## config.mk

```make
export PLATFORM = sky130hd
export DESIGN_NAME = instr_fetch
export DESIGN_NICKNAME = d
export VERILOG_FILES = /design/src/rtl/instr_fetch.sv
export SDC_FILE = /design/constraint.sdc
export NUM_CORES = 1
export LEC_CHECK = 0
export BUFFER_PORTS_ARGS = -buffer_cell sky130_fd_sc_hd__buf_2
export CORE_UTILIZATION = 40
export DETAILED_ROUTE_END_ITERATION = 7
export MAX_ROUTING_LAYER = met4
export PLACE_DENSITY = 0.67
export SYNTH_ARGS = -nofsm -noshare
export SYNTH_HDL_FRONTEND = slang
export SYNTH_SLANG_ARGS = --single-unit
```

## constraint.sdc

```tcl
create_clock -name i_clk -period 2.7 [get_ports i_clk]
set_clock_uncertainty 0.05 [all_clocks]
set_input_delay 0.27 -clock i_clk [delete_from_list [all_inputs] [get_ports i_clk]]
set_output_delay 0.27 -clock i_clk [all_outputs]
set_load 0.01 [all_outputs]
```

## src/rtl/instr_fetch.sv

```systemverilog
// instr_fetch: owns the program counter, addresses the combinational instruction ROM and
// registers the returned word for the decoder. Optional macro FETCH_CYCLE_COUNT_EN enables o_cycle_count.
module instr_fetch #(
    parameter int unsigned PC_W       = 10,
    parameter logic [8:0]  NOP_INSTR  = 9'h100,
    parameter logic [8:0]  HALT_INSTR = 9'h1FF
) (
    input  logic            i_clk,
    input  logic            i_reset,
    input  logic            i_start,
    input  logic [PC_W-1:0] i_start_addr,
    input  logic            i_stall,
    input  logic            i_branch_req,
    input  logic [PC_W-1:0] i_branch_target,
    output logic [PC_W-1:0] o_rom_addr,
    input  logic [8:0]      i_rom_data,
    output logic [8:0]      o_instruction,
    output logic            o_instr_valid,
    output logic [PC_W-1:0] o_prog_counter,
    output logic            o_done,
    output logic [15:0]     o_cycle_count
);

    typedef enum logic [1:0] {
        S_IDLE = 2'd0,
        S_RUN  = 2'd1,
        S_HALT = 2'd2
    } state_t;

    state_t          r_state;
    state_t          w_state_nxt;
    logic [PC_W-1:0] r_pc;
    logic [PC_W-1:0] w_pc_nxt;
    logic [PC_W-1:0] r_prog_counter;
    logic [PC_W-1:0] w_prog_counter_nxt;
    logic [8:0]      r_instr;
    logic [8:0]      w_instr_nxt;
    logic            r_valid;
    logic            w_valid_nxt;
    logic            r_done;
    logic            w_done_nxt;
    logic            w_is_halt;
    logic [PC_W-1:0] w_pc_inc;

    assign w_is_halt = r_valid && (r_instr == HALT_INSTR);
    assign w_pc_inc  = r_pc + {{(PC_W-1){1'b0}}, 1'b1};

    // Next-state and next-register values; halt outranks branch, branch outranks sequential fetch.
    always_comb begin
        w_state_nxt        = r_state;
        w_pc_nxt           = r_pc;
        w_prog_counter_nxt = r_prog_counter;
        w_instr_nxt        = r_instr;
        w_valid_nxt        = r_valid;
        w_done_nxt         = r_done;
        case (r_state)
            S_IDLE: begin
                if (i_start) begin
                    w_pc_nxt    = i_start_addr;
                    w_state_nxt = S_RUN;
                end else begin
                    w_state_nxt = S_IDLE;
                end
            end
            S_RUN: begin
                if (i_stall) begin
                    w_state_nxt = S_RUN;
                end else if (w_is_halt) begin
                    w_state_nxt = S_HALT;
                    w_done_nxt  = 1'b1;
                    w_instr_nxt = NOP_INSTR;
                    w_valid_nxt = 1'b0;
                end else if (i_branch_req && r_valid) begin
                    // The word on i_rom_data is the wrong path; replace it with a bubble.
                    w_pc_nxt    = i_branch_target;
                    w_instr_nxt = NOP_INSTR;
                    w_valid_nxt = 1'b0;
                end else begin
                    w_instr_nxt        = i_rom_data;
                    w_prog_counter_nxt = r_pc;
                    w_valid_nxt        = 1'b1;
                    w_pc_nxt           = w_pc_inc;
                end
            end
            S_HALT: begin
                if (i_start) begin
                    w_pc_nxt    = i_start_addr;
                    w_done_nxt  = 1'b0;
                    w_state_nxt = S_RUN;
                end else begin
                    w_done_nxt  = 1'b1;
                end
            end
            default: begin
                w_state_nxt = S_IDLE;
                w_instr_nxt = NOP_INSTR;
                w_valid_nxt = 1'b0;
            end
        endcase
    end

    // State and datapath registers with synchronous reset.
    always_ff @(posedge i_clk) begin
        if (i_reset) begin
            r_state        <= S_IDLE;
            r_pc           <= {PC_W{1'b0}};
            r_prog_counter <= {PC_W{1'b0}};
            r_instr        <= NOP_INSTR;
            r_valid        <= 1'b0;
            r_done         <= 1'b0;
        end else begin
            r_state        <= w_state_nxt;
            r_pc           <= w_pc_nxt;
            r_prog_counter <= w_prog_counter_nxt;
            r_instr        <= w_instr_nxt;
            r_valid        <= w_valid_nxt;
            r_done         <= w_done_nxt;
        end
    end

`ifdef FETCH_CYCLE_COUNT_EN
    logic [15:0] r_cycle_count;
    logic        w_cnt_clr;
    logic        w_cnt_inc;

    assign w_cnt_clr = ((r_state == S_IDLE) || (r_state == S_HALT)) && i_start;
    assign w_cnt_inc = (r_state == S_RUN) && !i_stall && (r_cycle_count != 16'hFFFF);

    // Saturating count of non-stalled RUN cycles, cleared by every accepted start.
    always_ff @(posedge i_clk) begin
        if (i_reset) begin
            r_cycle_count <= 16'h0000;
        end else if (w_cnt_clr) begin
            r_cycle_count <= 16'h0000;
        end else if (w_cnt_inc) begin
            r_cycle_count <= r_cycle_count + 16'h0001;
        end else begin
            r_cycle_count <= r_cycle_count;
        end
    end

    assign o_cycle_count = r_cycle_count;
`else
    assign o_cycle_count = 16'h0000;
`endif

    assign o_rom_addr     = r_pc;
    assign o_instruction  = r_instr;
    assign o_instr_valid  = r_valid;
    assign o_prog_counter = r_prog_counter;
    assign o_done         = r_done;

endmodule

```

==> results of run 1 <==
-- cell usage in the layout, fill, tap and decap left out, types with 2 or more instances in the layout --
master    netlist  final
a22oi_1         2      2
nand3_1        19     19
a21oi_1        19     19
xnor2_1         2      2
buf_2           6     64
nand2_1         9      9
a31oi_1         3      3
inv_1           6      6
o21ai_0        13     13
clkbuf_8        0      6
a311oi_1        2      2
a22o_1          8      8
nand2b_1        7      7
nor2b_1         5      5
nor2_1          7      7
nand4_1         3      3
a221o_1         2      2
o22ai_1         3      3
o31ai_1         3      3
o32ai_1         3      3
buf_4          16      2
mux2i_1         2      2
dfxtp_1        33     33
a31o_2          2      2
conb_1          1     16
nor3_1          3      3
or4_1           2      2
and2_1          2      2
-- sequential cells by signal, summed over array words and instances (netlist names) --
signal          count
r_state             2
o_rom_addr         10
o_prog_counter     10
o_done              1
o_instr_valid       1
o_instruction       9
-- through the flow --
step,std cells,instance area (um2)
6_report,319,2138
5_1_grt,319,2138
4_1_cts,319,2138
3_5_place_dp,312,2052
3_3_place_gp,312,2052
2_1_floorplan,228,1842
-- worst min path at each step --
stage / endpoint / start
global route: o_instruction[4] / i_rom_data[4]
finish: o_instruction[6] / i_rom_data[6]
global placement: o_prog_counter[5] / o_prog_counter[5]
detailed placement: o_prog_counter[5] / o_prog_counter[5]
floorplan: o_done / i_start
CTS: o_instruction[6] / i_rom_data[6]
-- layer usage --
metal  global-route usage, %  routed length, um  up-vias
li1                        -                  -      867
met5                       -                  0        -
met2                   34.93               2195       55
met1                   24.65               2011      796
met3                   5.428                247        5
met4                   7.143                 48        0
-- critical path, delay by kind of cell (launching register included) --
family,cells,cell delay (ps)
AO/OA/AOI/OAI,2,350
flip-flops,1,370
AND/OR/NAND/NOR,2,1030
-- power groups by stage --
stage	registers, mW	clock network [mW]	logic, mW
after global placement	0.559	0	0.201
final	0.549	0.374	0.203
after global routing	0.553	0.403	0.227
after floorplan	0.560	0	0.142
after CTS	0.548	0.380	0.203
after detailed placement	0.559	0	0.202
-- cell type report --
class                           count  area [um2]  share of cell area [%]
Multi-Input combinational cell    157       970.9                   45.41
Sequential cell                    33       660.6                   30.90
Timing Repair Buffer               66       335.3                   15.68
Clock buffer                        7       86.33                   4.037
Tap cell                           50       62.56                   2.926
Inverter                            6       22.52                   1.053
-- cell families (layout without fill, tap and decap cells) --
group           Yosys count  after routing
mux                       2              2
flops                    33             33
buf+inv                  38             79
compound gates           71             71
other cells               1             16
xor+xnor                  2              2
simple gates             65             65
fa+ha+maj                 1              1
==> results.py, run 1 <==
metrics = {
    "setup_path": {
        "criticalPathCategory": "flop to flop",
        "cp_max_fo": 22,
        "start_kind": "flop",
        "crit_slowest_cell": "or4_1",
        "endpoint_kind": "flop",
        "critPathCapture": "o_rom_addr[8]",
        "cp.arrival_ps": 2040,
        "critical-path-max-stage-delay_ps": 610,
        "r2r_end": "o_rom_addr[8]",
        "reg2regPathDepth": 4,
        "startpoint": "o_instr_valid",
        "rrSetupSlack_ps": 810,
        "regToRegStartpoint": "o_instr_valid",
        "cp.required_ps": 2840,
        "worstPathCellList": "and2_1, or4_1, a31o_2, o32ai_1",
    },
    "sta": {
        "timing.hold.ws_ps": 152.9,
        "fmax_ghz": 0.5280,
        "min_period_ps": 1894,
        "tns_ps": 0,
        "rsz0062_at_grt": "false",
        "relSlewSlack_pct": 47.19,
        "worstMarginPinSlew_ps": 792.1,
        "slew_violations": 0,
        "setup_slack_ps": 806.2,
        "finalSetupViolations": 0,
        "fin_crit_sh_pct": 70.14,
        "hold_violations": 0,
    },
    "synth": {
        "yosys_warnings": 0,
        "synthTopCellsByArea": "dfxtp_1, buf_4, a21oi_1, nand3_1, a22o_1",
        "ys_seq_area_share_pct": 37.00,
        "synth-seq-cells": 33,
        "synthTopCellsByCount": "dfxtp_1, a21oi_1, nand3_1",
        "synth-simple-area-share_pct": 20.32,
        "synth_compound_area_share_pct": 27.89,
        "synth_xor_area_share_pct": 0.9811,
        "synth_cells": 213,
        "yosysMostFrequentCell": "dfxtp_1",
        "synth-edff-count": 0,
        "synth_flop_cell": "dfxtp_1",
        "synth.avg_cell_area_um2": 8.382,
        "async_reset_ff_share_pct": 0,
        "synth_area_um2": 1785,
        "synth_top_family_by_area": "compound AO/OA/AOI/OAI gates",
        "yosys.area.top_type": "dfxtp_1",
        "muxShareOfSynthArea_pct": 1.121,
        "synthAdderAreaFrac_pct": 0.7008,
        "synth_top_area_share_pct": 37.00,
        "synthDistinctLibCells": 49,
    },
    "place": {
        "pre_cts_ws_ps": 799.9,
        "port_buffers": 64,
        "place_congestion": 0.7797,
        "dp_hpwl_um": 3201,
    },
    "clock_network": {
        "root_buffer": "clkbuf_8",
        "cts_setup_buffers": 0,
        "cts_made_buffers": 5,
        "holdBufCountCts": 0,
        "cts_tree": "done",
        "cts_resized": 0,
        "cts_max_level": 2,
        "cts.reportedPaths.clkPinSlew_ps": 70,
        "cts_buffer_depth": 2,
        "insertion_delay_ps": 280,
        "cts_sinks": 33,
    },
    "power": {
        "ir_drop_uv": 329.8,
        "intPower_uw": 803.2,
        "p_switching_uw": 322.1,
        "power.density_nw_per_um2": 526.3,
        "combPwrFrac_pct": 18.0,
        "power_mw": 1.125,
        "swShare_pct": 28.63,
        "p_seq_share_pct": 48.8,
        "p_leak_nw": 0.9214,
        "p_clk_share_pct": 33.2,
    },
    "detailed_routing": {
        "dr.pass1.iters": 4,
        "vias": 1723,
        "wl_per_cell_um": 14.12,
        "wirelength_um": 4503,
        "drt_iter0_drc": 104,
        "drc_errors": 0,
        "ant_nets": 0,
        "avgViaCountPerCell": 5.401,
    },
    "global_route": {
        "grt_pass1_vias": 1561,
        "grt_max_degree": 28,
        "grt_pass1_wl_um": 7051,
        "grtUsageTotal_pct": 21.04,
        "antenna_found_initial": 0,
        "gr-total-overflow": 0,
    },
    "final_layout": {
        "drive_gt1_share_pct": 29.74,
        "fin_nets": 304,
        "diodes": 0,
        "area_growth_pct": 19.76,
        "fillers": 434,
        "utilization_pct": 51.60,
    },
    "die": {
        "rows": 23,
        "io_pins": 81,
        "initial_core_util_pct": 43.09,
        "die_area_um2": 4735,
        "die_w_um": 68.81,
        "coreArea_um2": 4144,
        "fp.dieH_um": 68.81,
    },
    "job": {
        "max-cap-violations": 0,
    },
    "status": {
        "status": "finished clean",
    },
    "min_path": {
        "hold_path_class": "input port to flop",
        "min_path_cells": 2,
    },
}
Power figures use the tool's default switching activity.
==> run 2, diff against run 1 <==
--- a/config.mk
+++ b/config.mk
@@ -5,11 +5,12 @@
 export SDC_FILE = /design/constraint.sdc
 export NUM_CORES = 1
 export LEC_CHECK = 0
+export ABC_AREA = 1
 export BUFFER_PORTS_ARGS = -buffer_cell sky130_fd_sc_hd__buf_2
 export CORE_UTILIZATION = 40
 export DETAILED_ROUTE_END_ITERATION = 7
 export MAX_ROUTING_LAYER = met4
-export PLACE_DENSITY = 0.67
+export PLACE_DENSITY = 0.66
 export SYNTH_ARGS = -nofsm -noshare
 export SYNTH_HDL_FRONTEND = slang
 export SYNTH_SLANG_ARGS = --single-unit
==> constraint.sdc (replaced) <==
create_clock -name i_clk -period 1.8 [get_ports i_clk]
set_clock_uncertainty 0.05 [all_clocks]
set_input_delay 0.18 -clock i_clk [delete_from_list [all_inputs] [get_ports i_clk]]
set_output_delay 0.18 -clock i_clk [all_outputs]
set_load 0.01 [all_outputs]
==> run 2 against run 1 <==
Net effect: global-route usage hardly changed; core utilization is 0.24 points lower; final area is 6.0% higher; first-iteration DRC count is 0.96% lower; largest cell class unchanged; largest power group unchanged.
==> results.py, run 2 <==
metrics = {
    "clock_network": {
        "cts_resized": 0,
        "cts_max_level": 2,
        "cts.reportedPaths.clkPinSlew_ps": 70,
        "holdBufCountCts": 0,
        "root_buffer": "clkbuf_8",
        "cts_sinks": 33,
        "insertion_delay_ps": 280,
        "cts_made_buffers": 5,
        "cts_tree": "done",
        "cts_buffer_depth": 2,
        "cts_setup_buffers": 0,
    },
    "synth": {
        "async_reset_ff_share_pct": 0,
        "yosys.area.top_type": "dfxtp_1",
        "synth.avg_cell_area_um2": 6.350,
        "synth-edff-count": 0,
        "synth-seq-cells": 33,
        "ys_seq_area_share_pct": 35.63,
        "synthTopCellsByCount": "nand2_1, nor2_1, dfxtp_1",
        "synthTopCellsByArea": "dfxtp_1, nand2_1, a21oi_1, nor2_1, buf_4",
        "yosys_warnings": 0,
        "synth_top_area_share_pct": 35.63,
        "yosysMostFrequentCell": "nand2_1",
        "synthDistinctLibCells": 26,
        "synth_flop_cell": "dfxtp_1",
        "synth_cells": 292,
        "synth_area_um2": 1854,
    },
    "setup_path": {
        "rrSetupSlack_ps": 220,
        "reg2regPathDepth": 8,
        "cp_max_fo": 18,
        "cp.required_ps": 1970,
        "cpLargestDelayFamily": "simple AND/OR/NAND/NOR gates",
        "cp_num_buf_inv": 3,
        "criticalPathCategory": "flop to flop",
        "cp.arrival_ps": 1740,
        "endpoint_kind": "flop",
        "critical-path-max-stage-delay_ps": 350,
        "crit_slowest_cell": "dfxtp_1",
        "regToRegStartpoint": "r_state[0]",
        "start_kind": "flop",
        "worstPathCellList": "inv_2, nor2_4, inv_2, nor2_4, nand3_2, inv_4, nand2_1, a21oi_1",
        "r2r_end": "o_prog_counter[0]",
    },
    "min_path": {
        "hold_path_class": "input port to flop",
        "min_path_cells": 3,
        "worstHoldStart": "i_rom_data[8]",
        "hold_path_end": "o_instruction[8]",
    },
    "global_route": {
        "grt_max_degree": 24,
        "grtUsageTotal_pct": 21.06,
        "grt_pass1_vias": 1685,
        "grt_pass1_wl_um": 7935,
        "antenna_found_initial": 0,
        "gr-total-overflow": 0,
    },
    "power": {
        "swShare_pct": 30.22,
        "combPwrFrac_pct": 19.8,
        "power.density_nw_per_um2": 793.4,
        "p_leak_nw": 1.145,
        "ir_drop_uv": 353.5,
        "p_seq_share_pct": 45.8,
        "intPower_mw": 1.255,
        "p_clk_share_pct": 34.3,
        "p_switching_uw": 543.5,
    },
    "final_layout": {
        "utilization_pct": 51.36,
        "drive_gt1_share_pct": 24.51,
        "fin_nets": 393,
        "final_common_cell": "nand2_1",
        "fillers": 475,
        "area_growth_pct": 22.27,
        "most-common-layout-cells": "nand2_1, buf_2, nor2_1",
        "diodes": 0,
    },
    "status": {
        "status": "finished clean",
    },
    "die": {
        "coreArea_um2": 4414,
        "io_pins": 81,
        "initial_core_util_pct": 42.01,
        "die_area_um2": 4912,
        "rows": 24,
        "die_w_um": 70.09,
        "fp.dieH_um": 70.09,
    },
    "place": {
        "dp_hpwl_um": 3452,
        "place_congestion": 0.8999,
        "port_buffers": 64,
    },
    "sta": {
        "tns_ps": 0,
        "finalSetupViolations": 0,
        "rsz0062_at_grt": "false",
        "fin_crit_sh_pct": 87.73,
        "slew_violations": 0,
        "hold_violations": 0,
        "min_period_ps": 1579,
        "fmax_ghz": 0.6333,
    },
    "detailed_routing": {
        "drc_errors": 0,
        "dr.pass1.iters": 4,
        "wl_per_cell_um": 11.52,
        "drt_iter0_drc": 103,
        "ant_nets": 0,
        "vias": 1946,
        "wirelength_um": 4735,
        "avgViaCountPerCell": 4.735,
    },
    "job": {
        "max-cap-violations": 0,
    },
}
run 2: changes by cell type after synthesis, moves of 5 or more:
cell / before / now
nand2_1: 9 / 101
nor2_1: 7 / 37
inv_1: 6 / 20
a21oi_1: 19 / 30
a22o_1: 8 / 0
o21ai_0: 13 / 5
nand2b_1: 7 / 0
buf_2: 6 / 1
nor2b_1: 5 / 0
run 2: power groups by stage:
stage | clock, mW | sequential [mW] | combinational (mW)
after floorplan | 0 | 0.845 | 0.247
after global placement | 0 | 0.841 | 0.353
after detailed placement | 0 | 0.841 | 0.356
after CTS | 0.621 | 0.824 | 0.359
after global routing | 0.660 | 0.830 | 0.410
final | 0.617 | 0.824 | 0.357
run 2: how the worst max path moves through the flow:
stage	from	to	slack [ps]	cells after the start
floorplan	o_rom_addr[0]	o_rom_addr[8]	440	8
global placement	r_state[0]	o_prog_counter[3]	240	8
detailed placement	r_state[0]	o_prog_counter[0]	160	8
CTS	r_state[0]	o_prog_counter[0]	130	8
global route	r_state[0]	o_instruction[6]	60	8
finish	r_state[0]	o_prog_counter[0]	220	8
run 2: worst min-delay path: cells and delay by family:
| kind | cells | cell delay [ps] |
|---|---|---|
| buffers and inverters | 1 | 80 |
| AOI/OAI and AO/OA | 1 | 60 |
| and+or+nand+nor | 1 | 50 |
run 2: cell type report:
type / instances / area [um2] / area share [%]
timing repair buffer: 69 / 357.8 / 15.78
multi-input combinational: 224 / 985.9 / 43.49
tap: 52 / 65.06 / 2.870
clock buffer: 7 / 96.34 / 4.249
clock inverter: 1 / 5.005 / 0.2208
sequential: 33 / 660.6 / 29.14
inverter: 25 / 96.34 / 4.249
run 2: cells by family (layout without fill, tap and decap cells):
logic type | after synthesis | count (layout) | share of synthesized area, %
flops | 33 | 33 | 35.63
fa+ha+maj | 1 | 1 | 0.6747
buf+inv | 50 | 102 | 14.24
simple gates | 167 | 167 | 37.45
other cells | 1 | 16 | 0.2022
compound gates | 40 | 40 | 11.81
run 2: per-stage QoR:
stage | setup WS [ps] | hold WS, ps | power, mW | cell area, um2 | cells
2_1_floorplan | 439.1 | 259.7 | 1.092 | 1911 | 307
3_3_place_gp | 244.8 | 351.1 | 1.194 | 2163 | 403
3_5_place_dp | 161.2 | 355.9 | 1.197 | 2163 | 403
4_1_cts | 130.1 | 61.95 | 1.804 | 2265 | 411
5_1_grt | 57.91 | 96.22 | 1.900 | 2267 | 411
6_report | 220.9 | 69.45 | 1.799 | 2267 | 411
run 2: layer usage:
| metal | vias up | share of wire [%] | track usage, % | wire, um |
|---|---|---|---|---|
| met4 | 0 | 1.2 | 7.111 | 59 |
| li1 | 1018 | - | - | - |
| met5 | - | 0 | - | 0 |
| met1 | 843 | 45 | 27.39 | 2117 |
| met2 | 78 | 46 | 32.48 | 2184 |
| met3 | 7 | 7.9 | 4.473 | 373 |
